**src/rtl/calc1_port_responder.sv**
```systemverilog
// calc1 single-port responder: two-cycle command/operand request, response LATENCY+1 edges after the command edge.
// One request per two cycles; fixed-depth result pipeline never stalls and has no backpressure.
module calc1_port_responder #(
    parameter int LATENCY = 3,
    parameter int CNT_W   = 16
) (
    input  logic             c_clk,
    input  logic             reset_n,
    input  logic [3:0]       req_cmd_in,
    input  logic [31:0]      req_data_in,
    output logic [1:0]       out_resp,
    output logic [31:0]      out_data,
    output logic             busy,
    output logic [CNT_W-1:0] req_count,
    output logic [CNT_W-1:0] err_count
);

    localparam logic [1:0] RESP_NONE = 2'd0;
    localparam logic [1:0] RESP_OK   = 2'd1;
    localparam logic [1:0] RESP_ERR  = 2'd2;

    typedef enum logic {
        IDLE  = 1'b0,
        OPND2 = 1'b1
    } state_t;

    state_t      state, state_nxt;
    logic        launch;
    logic [3:0]  cmd_q;
    logic [31:0] op1_q;
    logic [32:0] sum;
    logic [1:0]  res_resp;
    logic [31:0] res_data;
    logic [1:0]  pipe_resp [LATENCY];
    logic [31:0] pipe_data [LATENCY];

    always_ff @(posedge c_clk or negedge reset_n) begin
        if (!reset_n) begin
            state <= IDLE;
            cmd_q <= 4'd0;
            op1_q <= 32'd0;
        end else begin
            state <= state_nxt;
            if (state == IDLE && req_cmd_in != 4'd0) begin
                cmd_q <= req_cmd_in;
                op1_q <= req_data_in;
            end
        end
    end

    // Command is ignored in OPND2; invalid codes still consume the operand cycle.
    always_comb begin
        state_nxt = state;
        launch    = 1'b0;
        case (state)
            IDLE: begin
                if (req_cmd_in != 4'd0) state_nxt = OPND2;
            end
            OPND2: begin
                state_nxt = IDLE;
                launch    = 1'b1;
            end
            default: state_nxt = IDLE;
        endcase
    end

    assign busy = (state == OPND2);

    // Operand 2 is consumed straight off the bus on the launch edge.
    always_comb begin
        sum      = {1'b0, op1_q} + {1'b0, req_data_in};
        res_resp = RESP_ERR;
        res_data = 32'd0;
        case (cmd_q)
            4'd1: begin
                if (!sum[32]) begin
                    res_resp = RESP_OK;
                    res_data = sum[31:0];
                end
            end
            4'd2: begin
                if (req_data_in <= op1_q) begin
                    res_resp = RESP_OK;
                    res_data = op1_q - req_data_in;
                end
            end
            4'd5: begin
                res_resp = RESP_OK;
                res_data = op1_q << req_data_in[4:0];
            end
            4'd6: begin
                res_resp = RESP_OK;
                res_data = op1_q >> req_data_in[4:0];
            end
            default: begin
                res_resp = RESP_ERR;
                res_data = 32'd0;
            end
        endcase
    end

    always_ff @(posedge c_clk or negedge reset_n) begin
        if (!reset_n) begin
            for (int i = 0; i < LATENCY; i++) begin
                pipe_resp[i] <= RESP_NONE;
                pipe_data[i] <= 32'd0;
            end
        end else begin
            pipe_resp[0] <= launch ? res_resp : RESP_NONE;
            pipe_data[0] <= launch ? res_data : 32'd0;
            for (int i = 1; i < LATENCY; i++) begin
                pipe_resp[i] <= pipe_resp[i-1];
                pipe_data[i] <= pipe_data[i-1];
            end
        end
    end

    // A nonzero resp in the last stage marks a response landing on this edge.
    always_ff @(posedge c_clk or negedge reset_n) begin
        if (!reset_n) begin
            out_resp  <= RESP_NONE;
            out_data  <= 32'd0;
            req_count <= '0;
            err_count <= '0;
        end else begin
            out_resp <= pipe_resp[LATENCY-1];
            out_data <= pipe_data[LATENCY-1];
            if (pipe_resp[LATENCY-1] != RESP_NONE && req_count != '1)
                req_count <= req_count + CNT_W'(1);
            if (pipe_resp[LATENCY-1] == RESP_ERR && err_count != '1)
                err_count <= err_count + CNT_W'(1);
        end
    end

endmodule

```
**config.mk**
```make
export PLATFORM = sky130hd
export DESIGN_NAME = calc1_port_responder
export DESIGN_NICKNAME = d
export VERILOG_FILES = /design/src/rtl/calc1_port_responder.sv
export SDC_FILE = /design/constraint.sdc
export NUM_CORES = 1
export LEC_CHECK = 0
export ABC_AREA = 1
export BUFFER_PORTS_ARGS = -buffer_cell sky130_fd_sc_hd__buf_4
export CAP_MARGIN = 20
export CORE_MARGIN = 1
export CORE_UTILIZATION = 30
export DETAILED_ROUTE_END_ITERATION = 7
export PLACE_DENSITY = 0.56
export SYNTH_ARGS = -nofsm -noshare
export SYNTH_HDL_FRONTEND = slang
export SYNTH_SLANG_ARGS = --single-unit
```
**constraint.sdc**
```tcl
create_clock -name c_clk -period 2.2 [get_ports c_clk]
set_input_delay 0.44 -clock c_clk [delete_from_list [all_inputs] [get_ports c_clk]]
set_output_delay 0.44 -clock c_clk [all_outputs]
set_load 0.005 [all_outputs]
```
==> reports/results.ini, run 1 <==
[outcome]
outcome = complete, but fails checks
violations = setup timing

[placed_design]
dpl-instance-area_um2 = 20100
gp_congestion = 0.956
io_buffers = 104
hpwl_um = 50800

[timing]
relSlewSlack = 0.535
finalSetupViolCount = 33
skew_ns = 0.0148
report.final.slew_viol_count = 0
worstMarginPinSlew_ns = 0.698
fmax_ghz = 0.415
final.period_utilization = 1.10
hold_viol_final = 0
period_needed_ns = 2.41
setup_ws_ns = -0.210
rsz0062_at_grt = yes

[pwr]
ir_worst_vdd_mv = 0.768
power_density_nw_per_um2 = 911
p_leak_nw = 12.5

[floorplanning]
row_count = 83
core_area_um2 = 51500
die_w_um = 231
io_pins = 105
die_area_um2 = 53200
initial_core_util = 0.304
fp.dieH_um = 231

[routing]
num_vias = 17200
drtIter0Drc = 1304
post_drt_wl_per_cell_um = 17.5
route.detailed.drc = 0
drt.antenna.violating_nets = 0
firstDrtPassIters = 8
viasPerCell = 4.76
wirelength_um = 63500

[clock_tree]
cts_tree = yes
cts_buffers = 24
cts_num_sinks = 205
clk_path_buf_depth = 3
cts-root-buf = clkbuf_16
clk_latency_ns = 0.56
clk_pin_slew_ns = 0.07
cts_htree_levels = 1

[cells_and_area]
area_delta_synth_final_pct = 40.5
fill_cells = 5525
antenna_cells = 0
final_area_um2 = 22000
utilization = 0.428
drive_gt1_frac = 0.254
nets = 3036

[run]
maxCapViolCount = 0

[yosys]
syn_inst = 2478
ys.flop_type = dfrtp_1
async_flop_share = 1.00
syn_nets = 2585
yosys_warnings = 0
synth_edf_count = 0
synth_cell_types = 39
synth_seq_cells = 205
syn_area_um2 = 15700
ys_seq_area_frac = 0.327
syn-mean-instance-area_um2 = 6.33

[critical_path]
required_ns = 2.66
path_class = reg2reg
cp-start-kind = register
path_max_fanout = 7
end_kind = register
arrival_ns = 2.87

[global_routing]
overflow = 0
grt_pass1_vias = 16900
grt_pass1_wl_um = 96500
antenna_found_initial = 2
track_usage = 0.236
grt_start_max_net_pins = 74

[worst_hold_path]
hp-class = in2reg

[cell usage in the layout (no fill, tap or decap), types with 18 or more instances in the layout]
master     count
a21oi_1       73
buf_12        21
buf_4        481
clkbuf_16     27
dfrtp_1      205
ha_1          42
ha_4          19
inv_1        338
inv_2         18
nand2_1      812
nand2_2       39
nand2_4       26
nand3_1      270
nand3_2       31
nand4_1       38
nor2_1       230
o211ai_1      18
o21ai_0       67
xor2_1        36
[synthesized netlist by cell type, types with 3 or more instances]
master	instances	area [µm²]
buf_1	6	22.5
inv_2	11	41.3
inv_1	346	1300
nor3_1	18	90.1
nand2_1	850	3190
dfrtp_1	205	5130
nand3_2	8	80.1
a21boi_0	4	30.0
nand3_1	297	1490
a21oi_2	5	43.8
o21ai_1	4	20.0
nand4_1	38	238
xor2_1	39	342
xnor2_1	12	105
buf_6	5	56.3
nor2_1	246	923
clkbuf_2	3	15.0
clkbuf_1	47	176
buf_2	33	165
nand2_2	27	169
ha_1	67	838
o21a_1	3	22.5
nor2_4	4	45.0
o211ai_1	18	135
nand3b_1	4	30.0
and2_1	9	56.3
a21oi_1	77	385
o21ai_0	69	345
o21bai_1	8	60.1
[stage by stage]
stage / setup slack (ns) / cells / TNS (ns) / hold slack (ns) / power (W)
final: -0.210 / 3624 / -5.27 / 0.162 / 0.0201
after global routing: -0.297 / 3624 / -8.79 / 0.136 / 0.0214
after CTS: -0.257 / 3615 / -5.26 / 0.122 / 0.0197
after detailed placement: -0.611 / 3556 / -14.54 / 0.335 / 0.0147
after global placement: -0.595 / 3556 / -13.55 / 0.331 / 0.0147
after floorplan: -0.0915 / 2478 / -2.29 / 0.144 / 0.00978
[sequential cells by signal, indices dropped and copies added (netlist names)]
signal / flops
pipe_data: 96
op1_q: 32
out_data: 32
err_count: 16
req_count: 16
pipe_resp: 6
cmd_q: 4
out_resp: 2
busy: 1
[power by group]
part	internal, W	switching, W	total [W]	leakage (nW)
registers	0.00441	0.000467	0.00487	2.75
logic	0.00452	0.00627	0.0108	9.27
clock network	0.00274	0.00168	0.00442	0.425
[cell families after synthesis]
kind of cell / Yosys count / share of synthesized area
AOI/OAI and AO/OA: 193 / 0.0693
adders and majority gates: 69 / 0.0560
xor gates and xnor gates: 51 / 0.0285
buffers and inverters: 454 / 0.114
DFF: 205 / 0.327
and+or+nand+nor: 1506 / 0.404
[layout make-up]
| cell class | instances | area, µm² | area share |
|---|---|---|---|
| multi-input combinational | 1819 | 9540 | 0.433 |
| sequential | 205 | 5130 | 0.233 |
| timing repair buffer | 521 | 4290 | 0.195 |
| inverter | 358 | 1350 | 0.0615 |
| tap | 680 | 851 | 0.0386 |
| clock buffer | 27 | 622 | 0.0282 |
| clock inverter | 14 | 243 | 0.0110 |
[critical path, cell delays in order, from the launching register on]
cell and delay [ns]:
dfrtp_1 0.41, buf_6 0.13, ha_4 0.13, inv_2 0.04, fa_2 0.35, inv_2 0.09
nand2_2 0.06, nand2_2 0.07, nand2_2 0.06, nand2_4 0.07, nand2_4 0.06, nand2_4 0.08
nand2_4 0.06, nand2_4 0.06, nor2_4 0.05, buf_4 0.15, clkbuf_16 0.16, nand3_2 0.11
nand3_2 0.07, nand2_1 0.06, inv_1 0.04
[final timing paths]
path | startpoint | to | slack (ns) | depth (start not counted)
max | op1_q[0]$_DFFE_PN0P_ | pipe_data[86]$_DFF_PN0_ | -0.21 | 20
min | req_cmd_in[1] | cmd_q[1]$_DFFE_PN0P_ | 0.16 | 3
max reg2reg | op1_q[0]$_DFFE_PN0P_ | pipe_data[86]$_DFF_PN0_ | -0.21 | 20
min reg2reg | pipe_data[47]$_DFF_PN0_ | pipe_data[15]$_DFF_PN0_ | 0.34 | 0
max in group asynchronous | reset_n | err_count[3]$_DFFE_PN0P_ | 1.09 | 3
min in group asynchronous | reset_n | out_data[1]$_DFF_PN0_ | 0.47 | 2
[repair_timing]
action,in CTS,in global routing
endpoints found under the hold margin,61,0
gates cloned,3,3
gates resized for setup,84,106
hold buffers,1,0
pin swaps,13,15
setup buffers,14,10
endpoints found under the setup margin,34,34
[layer usage]
metal / share of wire / track usage
met1: 0.45 / 0.312
met2: 0.47 / 0.403
met3: 0.038 / 0.0190
met4: 0.039 / 0.0820
met5: 0 / 0
Power figures use the tool's default switching activity.
==> run 2, diff against run 1 <==
ABC_AREA = not set   (was 1)
==> reports/results.ini, run 2 <==
[timing]
fmax_ghz = 0.317  ; -23%
report.final.slew_viol_count = 0  ; unchanged
period_needed_ns = 3.15  ; +0.740 ns
relSlewSlack = 0.384  ; -0.151
fin_setup_tns_ns = -26.74  ; -21.47 ns
rsz0062_at_grt = yes
setup_ws_ns = -0.950  ; -0.740 ns
worstMarginPinSlew_ns = 0.924  ; +0.226 ns
finalSetupViolCount = 34  ; +3.0%
final.period_utilization = 1.43  ; +0.336
skew_ns = 0.0338  ; +0.0189 ns
whs_ns = 0.117  ; -0.0447 ns
hold_viol_final = 0  ; unchanged

[cells_and_area]
final_cell_mix = buf_4 (524), dfrtp_1 (200), nor2_1 (145)
largest_reg_flops = 96  ; unchanged
instances_no_fill = 2591  ; -29%
top_register = pipe_data
layout_commonest_cell = buf_4
nets = 2087  ; -31%
area_delta_synth_final_pct = 50.7
reg_top3 = pipe_data x96, op1_q x32, out_data x32
utilization = 0.459  ; +0.0314
drive_gt1_frac = 0.419  ; +0.165

[yosys]
syn_inst = 1478  ; -40%
syn_area_um2 = 13500  ; -14%
async_flop_share = 1.00  ; unchanged
syn-mean-instance-area_um2 = 9.12  ; +44%
synth_cell_types = 83  ; +110%
synthTopCellsByCount = dfrtp_1 (205), nor2_1 (154), a21oi_1 (123)
synth_top_family_by_area = compound AO/OA/AOI/OAI gates
synth-xor-area-share = 0.0442  ; +0.0157
synth_edf_count = 0  ; unchanged
synth_seq_cells = 205  ; unchanged
synth_area_leaders = dfrtp_1 (38%), ha_1 (6.2%), a21oi_1 (4.6%)
synthSimpleGateAreaFrac = 0.143  ; -0.261
ys_seq_area_frac = 0.381  ; +0.0535
muxShareOfSynthArea = 0.105  ; +0.105
synth_top_area_cell = dfrtp_1
ys.flop_type = dfrtp_1
synth_top_area_frac = 0.381  ; +0.0535
synth_fa_ha_area_frac = 0.0652  ; +0.00916
yosys_warnings = 0  ; unchanged
synth-compound-area-share = 0.208  ; +0.139
syn_nets = 1585  ; -39%
synth_most_common_cell = dfrtp_1

[critical_path]
path_class = reg2reg
path_buf_inv = 1  ; -5
end_kind = register
path_max_fanout = 5  ; -2
critical_path.slowest_cell = or4_4
arrival_ns = 3.62  ; +0.75 ns
crit_chain = ha_4 > a21o_1 > a21oi_2 > o211ai_1 > a31oi_4 > o221ai_4 > a21oi_4 > buf_6 > or4_4 > o221a_1 > nor2_2 > o31a_1
critPathTopFamily = compound AO/OA/AOI/OAI gates
cp-start-kind = register
slowest_delay_ns = 0.51  ; +0.10 ns
required_ns = 2.67  ; about the same

[floorplanning]
initial_core_util = 0.305  ; +0.000357
die_w_um = 214  ; -7.2%
core_area_um2 = 44200  ; -14%
io_pins = 105  ; unchanged
row_count = 77  ; -7.2%
fp.dieH_um = 214  ; -7.2%
die_area_um2 = 45800  ; -14%

[routing]
wirelength_um = 51200  ; -19%
firstDrtPassIters = 5  ; -3
route.detailed.drc = 0  ; unchanged
num_vias = 13300  ; -23%
drtIter0Drc = 1019  ; -22%
viasPerCell = 5.14  ; +8.1%
drt.antenna.violating_nets = 0  ; unchanged
post_drt_wl_per_cell_um = 19.7  ; +13%

[global_routing]
use_met2 = 0.356  ; -0.0464
top_usage_layer = met2
track_usage = 0.219  ; -0.0174
overflow = 0  ; unchanged
antenna_found_initial = 3  ; +1
grt_pass1_vias = 13200  ; -22%
grt_start_max_net_pins = 101  ; +36%
globalRouteMet3Util = 0.0313  ; +0.0123
met1_usage = 0.295  ; -0.0175
grt_pass1_wl_um = 78200  ; -19%

[clock_tree]
clk_latency_ns = 0.55  ; about the same
cts_htree_levels = 1  ; unchanged
cts_num_sinks = 205  ; unchanged
cts-root-buf = clkbuf_16
clk_pin_slew_ns = 0.07  ; about the same
cts_tree = yes
clk_path_buf_depth = 3  ; unchanged
cts_buffers = 24  ; unchanged

[pwr]
p_leak_nw = 9.41  ; -24%
p_total_w = 0.0195  ; -2.8%
power_density_nw_per_um2 = 961  ; +5.5%
ir_worst_vdd_mv = 0.522  ; -32%

[placed_design]
io_buffers = 104  ; unchanged
hpwl_um = 39700  ; -22%
placedCellCount = 2524  ; -29%
gp_congestion = 0.966  ; +1.0%

[outcome]
outcome = complete, but fails checks
violations = setup timing

[worst_hold_path]
hp-class = in2reg

[run]
maxCapViolCount = 0  ; unchanged

==> run 2: layer usage <==
layer | up-vias | wire length [µm]
met5 | - | 13
met4 | 2 | 1580
met2 | 391 | 23800
li1 | 6327 | -
met3 | 94 | 2830
met1 | 6509 | 22900
==> run 2: logic make-up after synthesis <==
| logic type | count (synthesis) |
|---|---|
| AO/OA/AOI/OAI | 429 |
| AND/OR/NAND/NOR | 414 |
| XOR/XNOR | 68 |
| multiplexers | 119 |
| flip-flops | 205 |
| buffers and inverters | 174 |
| adder cells (fa/ha/maj) | 69 |
==> run 2: path summary, 6_finish.rpt <==
path                       cells past startpoint               startpoint                      end  slack, ns
max                                           12    op1_q[13]$_DFFE_PN0P_  pipe_data[70]$_DFF_PN0_      -0.95
min                                            2            req_cmd_in[1]     cmd_q[1]$_DFFE_PN0P_       0.12
max reg2reg                                   12    op1_q[13]$_DFFE_PN0P_  pipe_data[70]$_DFF_PN0_      -0.95
min reg2reg                                    0  pipe_data[15]$_DFF_PN0_   out_data[15]$_DFF_PN0_       0.34
max in group asynchronous                      3                  reset_n  pipe_data[46]$_DFF_PN0_       1.11
min in group asynchronous                      2                  reset_n  pipe_data[27]$_DFF_PN0_       0.41
==> run 2: area by class of cell <==
cell class	instances	area [µm²]
clock inverters	12	148
fillers	4210	23900
repair buffers	562	4510
diodes	1	2.50
well taps	592	741
flip-flops and latches	205	5140
inverters	88	335
multi-input cells	1099	8760
clock buffers	32	671
==> run 2: timing repair <==
| action | CTS | global route |
|---|---|---|
| pin swaps | 37 | 49 |
| hold buffers | 1 | 0 |
| gates cloned | 0 | 2 |
| hold endpoints to repair | 52 | 0 |
| resized for setup | 86 | 105 |
| buffers inserted | 12 | 18 |
| endpoints found under the setup margin | 35 | 42 |
==> run 2: per-stage QoR <==
stage	cell area (µm²)	setup slack, ns
2_1_floorplan	13800	-0.945
3_3_place_gp	18300	-1.70
6_report	20300	-0.950
4_1_cts	19600	-0.982
3_5_place_dp	18300	-1.68
5_1_grt	20300	-1.03
==> run 2: where the power goes <==
group          total, W  internal (W)  switching [W]
Sequential      0.00488       0.00444       0.000437
Combinational    0.0105       0.00508        0.00545
Clock           0.00410       0.00241        0.00169
==> run 3, diff against run 2 <==
CORE_ASPECT_RATIO = 0.7   (was not set)
==> reports/results.ini, run 3 (synthesized netlist as in run 2, its figures left out) <==
[timing]
report.final.slew_viol_count = 0  ; unchanged
finalSetupViolCount = 34  ; unchanged
worstMarginPinSlew_ns = 0.885  ; -0.0389 ns
rsz0062_at_grt = yes
setup_ws_ns = -0.925  ; +0.0248 ns
fmax_ghz = 0.320  ; +0.80%
skew_ns = 0.0532  ; +0.0194 ns
whs_ns = 0.119  ; +0.00248 ns
final.period_utilization = 1.42  ; -0.0113
period_needed_ns = 3.13  ; -0.0248 ns
relSlewSlack = 0.410  ; +0.0260
hold_viol_final = 0  ; unchanged

[floorplanning]
core_area_um2 = 44000  ; -0.59%
initial_core_util = 0.306  ; +0.00179
die_w_um = 255  ; +19%
row_count = 64  ; -17%
fp.dieH_um = 179  ; -16%
io_pins = 105  ; unchanged
die_area_um2 = 45800  ; about the same

[clock_tree]
cts_tree = yes
clk_pin_slew_ns = 0.07  ; about the same
cts-root-buf = clkbuf_16
cts_buffers = 24  ; unchanged
clk_latency_ns = 0.58  ; +0.03 ns
cts_htree_levels = 1  ; unchanged
clk_path_buf_depth = 3  ; unchanged
cts_num_sinks = 205  ; unchanged

[pwr]
sw_frac_of_total = 0.394  ; +0.00554
p_switching_w = 0.00779  ; +2.7%
ir_worst_vdd_mv = 0.678  ; +30%
p_clk_frac = 0.210  ; about the same
p_total_w = 0.0198  ; +1.3%
p_leak_nw = 9.46  ; +0.53%
seq_power_share = 0.248  ; -0.002
power_frac_comb = 0.541  ; about the same
power_density_nw_per_um2 = 980  ; +1.9%
power.internal_w = 0.0120  ; +0.35%

[critical_path]
rr_startpoint = op1_q[14]$_DFFE_PN0P_
arrival_ns = 3.54  ; -0.08 ns
path_max_fanout = 4  ; -1
required_ns = 2.61  ; -0.06 ns
path_class = reg2reg
end_kind = register
startpoint = op1_q[14]$_DFFE_PN0P_
cp-start-kind = register

[routing]
wirelength_um = 53200  ; +3.9%
post_drt_wl_per_cell_um = 20.4  ; +3.2%
routed-wl-met3_um = 4690  ; +66%
wl_met1_um = 26000  ; +13%
route.detailed.drc = 0  ; unchanged
firstDrtPassIters = 5  ; unchanged
met2WireLength_um = 21400  ; -10%
num_vias = 13500  ; +1.2%
drt.antenna.violating_nets = 0  ; unchanged
drtIter0Drc = 1233  ; +21%
viasPerCell = 5.17  ; +0.50%
highest_layer = met5

[cells_and_area]
multiInputGateArea_um2 = 8590  ; -1.9%
nets = 2106  ; +0.91%
final_cell_mix = buf_4 (553), dfrtp_1 (202), nor2_1 (145)
ff_latch_area_um2 = 5130  ; about the same
largest_reg_flops = 96  ; unchanged
antenna_cells = 0  ; -1
layout_commonest_cell = buf_4
drive_gt1_frac = 0.419  ; +0.000436
fill_cells = 4253  ; +1.0%
top_register = pipe_data
area_delta_synth_final_pct = 49.7
reg_top3 = pipe_data x96, op1_q x32, out_data x32

[worst_hold_path]
hp-class = in2reg
hp-start = req_data_in[11]

[placed_design]
gp_congestion = 0.997  ; +3.2%
hpwl_um = 41900  ; +5.6%
io_buffers = 104  ; unchanged

[global_routing]
grt_pass1_wl_um = 80400  ; +2.9%
grt_start_max_net_pins = 101  ; unchanged
overflow = 0  ; unchanged
antenna_found_initial = 2  ; -1
grt_pass1_vias = 13200  ; -0.45%
track_usage = 0.232  ; +0.0135

[run]
maxCapViolCount = 0  ; unchanged

[outcome]
violations = setup timing
outcome = complete, but fails checks

==> run 3: final timing paths <==
path	slack [ns]	depth (start not counted)	endpoint
setup / recovery	-0.93	14	pipe_data[85]$_DFF_PN0_
hold / removal	0.12	2	op1_q[11]$_DFFE_PN0P_
setup reg to reg	-0.93	14	pipe_data[85]$_DFF_PN0_
hold reg to reg	0.34	0	pipe_data[47]$_DFF_PN0_
max in group asynchronous	1.07	3	op1_q[16]$_DFFE_PN0P_
min in group asynchronous	0.42	2	pipe_data[83]$_DFF_PN0_
==> run 3: power by group through the flow <==
stage	logic [W]	clock network, W	registers (W)
2_1_floorplan	0.00458	0	0.00496
3_3_place_gp	0.00958	0	0.00493
3_5_place_dp	0.00962	0	0.00497
4_1_cts	0.0101	0.00432	0.00490
5_1_grt	0.0114	0.00445	0.00498
6_report	0.0107	0.00416	0.00490
==> run 3: critical path, stage by stage (launching register included) <==
cell and delay (ns):
dfrtp_1 0.38, ha_1 0.29, buf_4 0.15, buf_4 0.14, a21oi_2 0.17, o211ai_1 0.12
a31oi_2 0.33, o221ai_2 0.19, a21oi_2 0.21, nor4_4 0.08, buf_4 0.17, buf_4 0.17
a221oi_2 0.32, buf_4 0.19, nor2_1 0.05
==> run 3: per-stage QoR <==
| step | TNS (ns) | worst slack (ns) | area [µm²] | std cells | utilization |
|---|---|---|---|---|---|
| after floorplan | -26.73 | -0.945 | 13800 | 1478 | - |
| after global placement | -39.72 | -1.57 | 18400 | 2552 | 0.419 |
| after detailed placement | -39.01 | -1.46 | 18400 | 2552 | 0.419 |
| after CTS | -29.75 | -0.985 | 19700 | 2604 | 0.449 |
| after global routing | -30.54 | -1.01 | 20200 | 2609 | 0.459 |
| final | -26.68 | -0.925 | 20200 | 2609 | 0.459 |
==> run 3: routing by layer <==
metal,vias to the layer above,track usage
li1,6361,-
met1,6554,0.363
met2,497,0.328
met3,69,0.0405
met4,2,0.0469
met5,-,0
==> run 3: cell type report <==
class	count	area share
clock inverter	15	0.00974
inverter	88	0.0166
sequential	205	0.255
multi-input combinational	1099	0.426
tap	594	0.0368
timing repair buffer	581	0.225
clock buffer	27	0.0308
==> run 3: repair_timing <==
item | 4_1_cts | 5_1_grt
setup endpoints to repair | 34 | 39
gates cloned | 0 | 0
gates resized for setup | 84 | 73
hold endpoints to repair | 56 | 0
hold buffers | 1 | 0
pin swaps | 36 | 40
setup buffers | 10 | 8
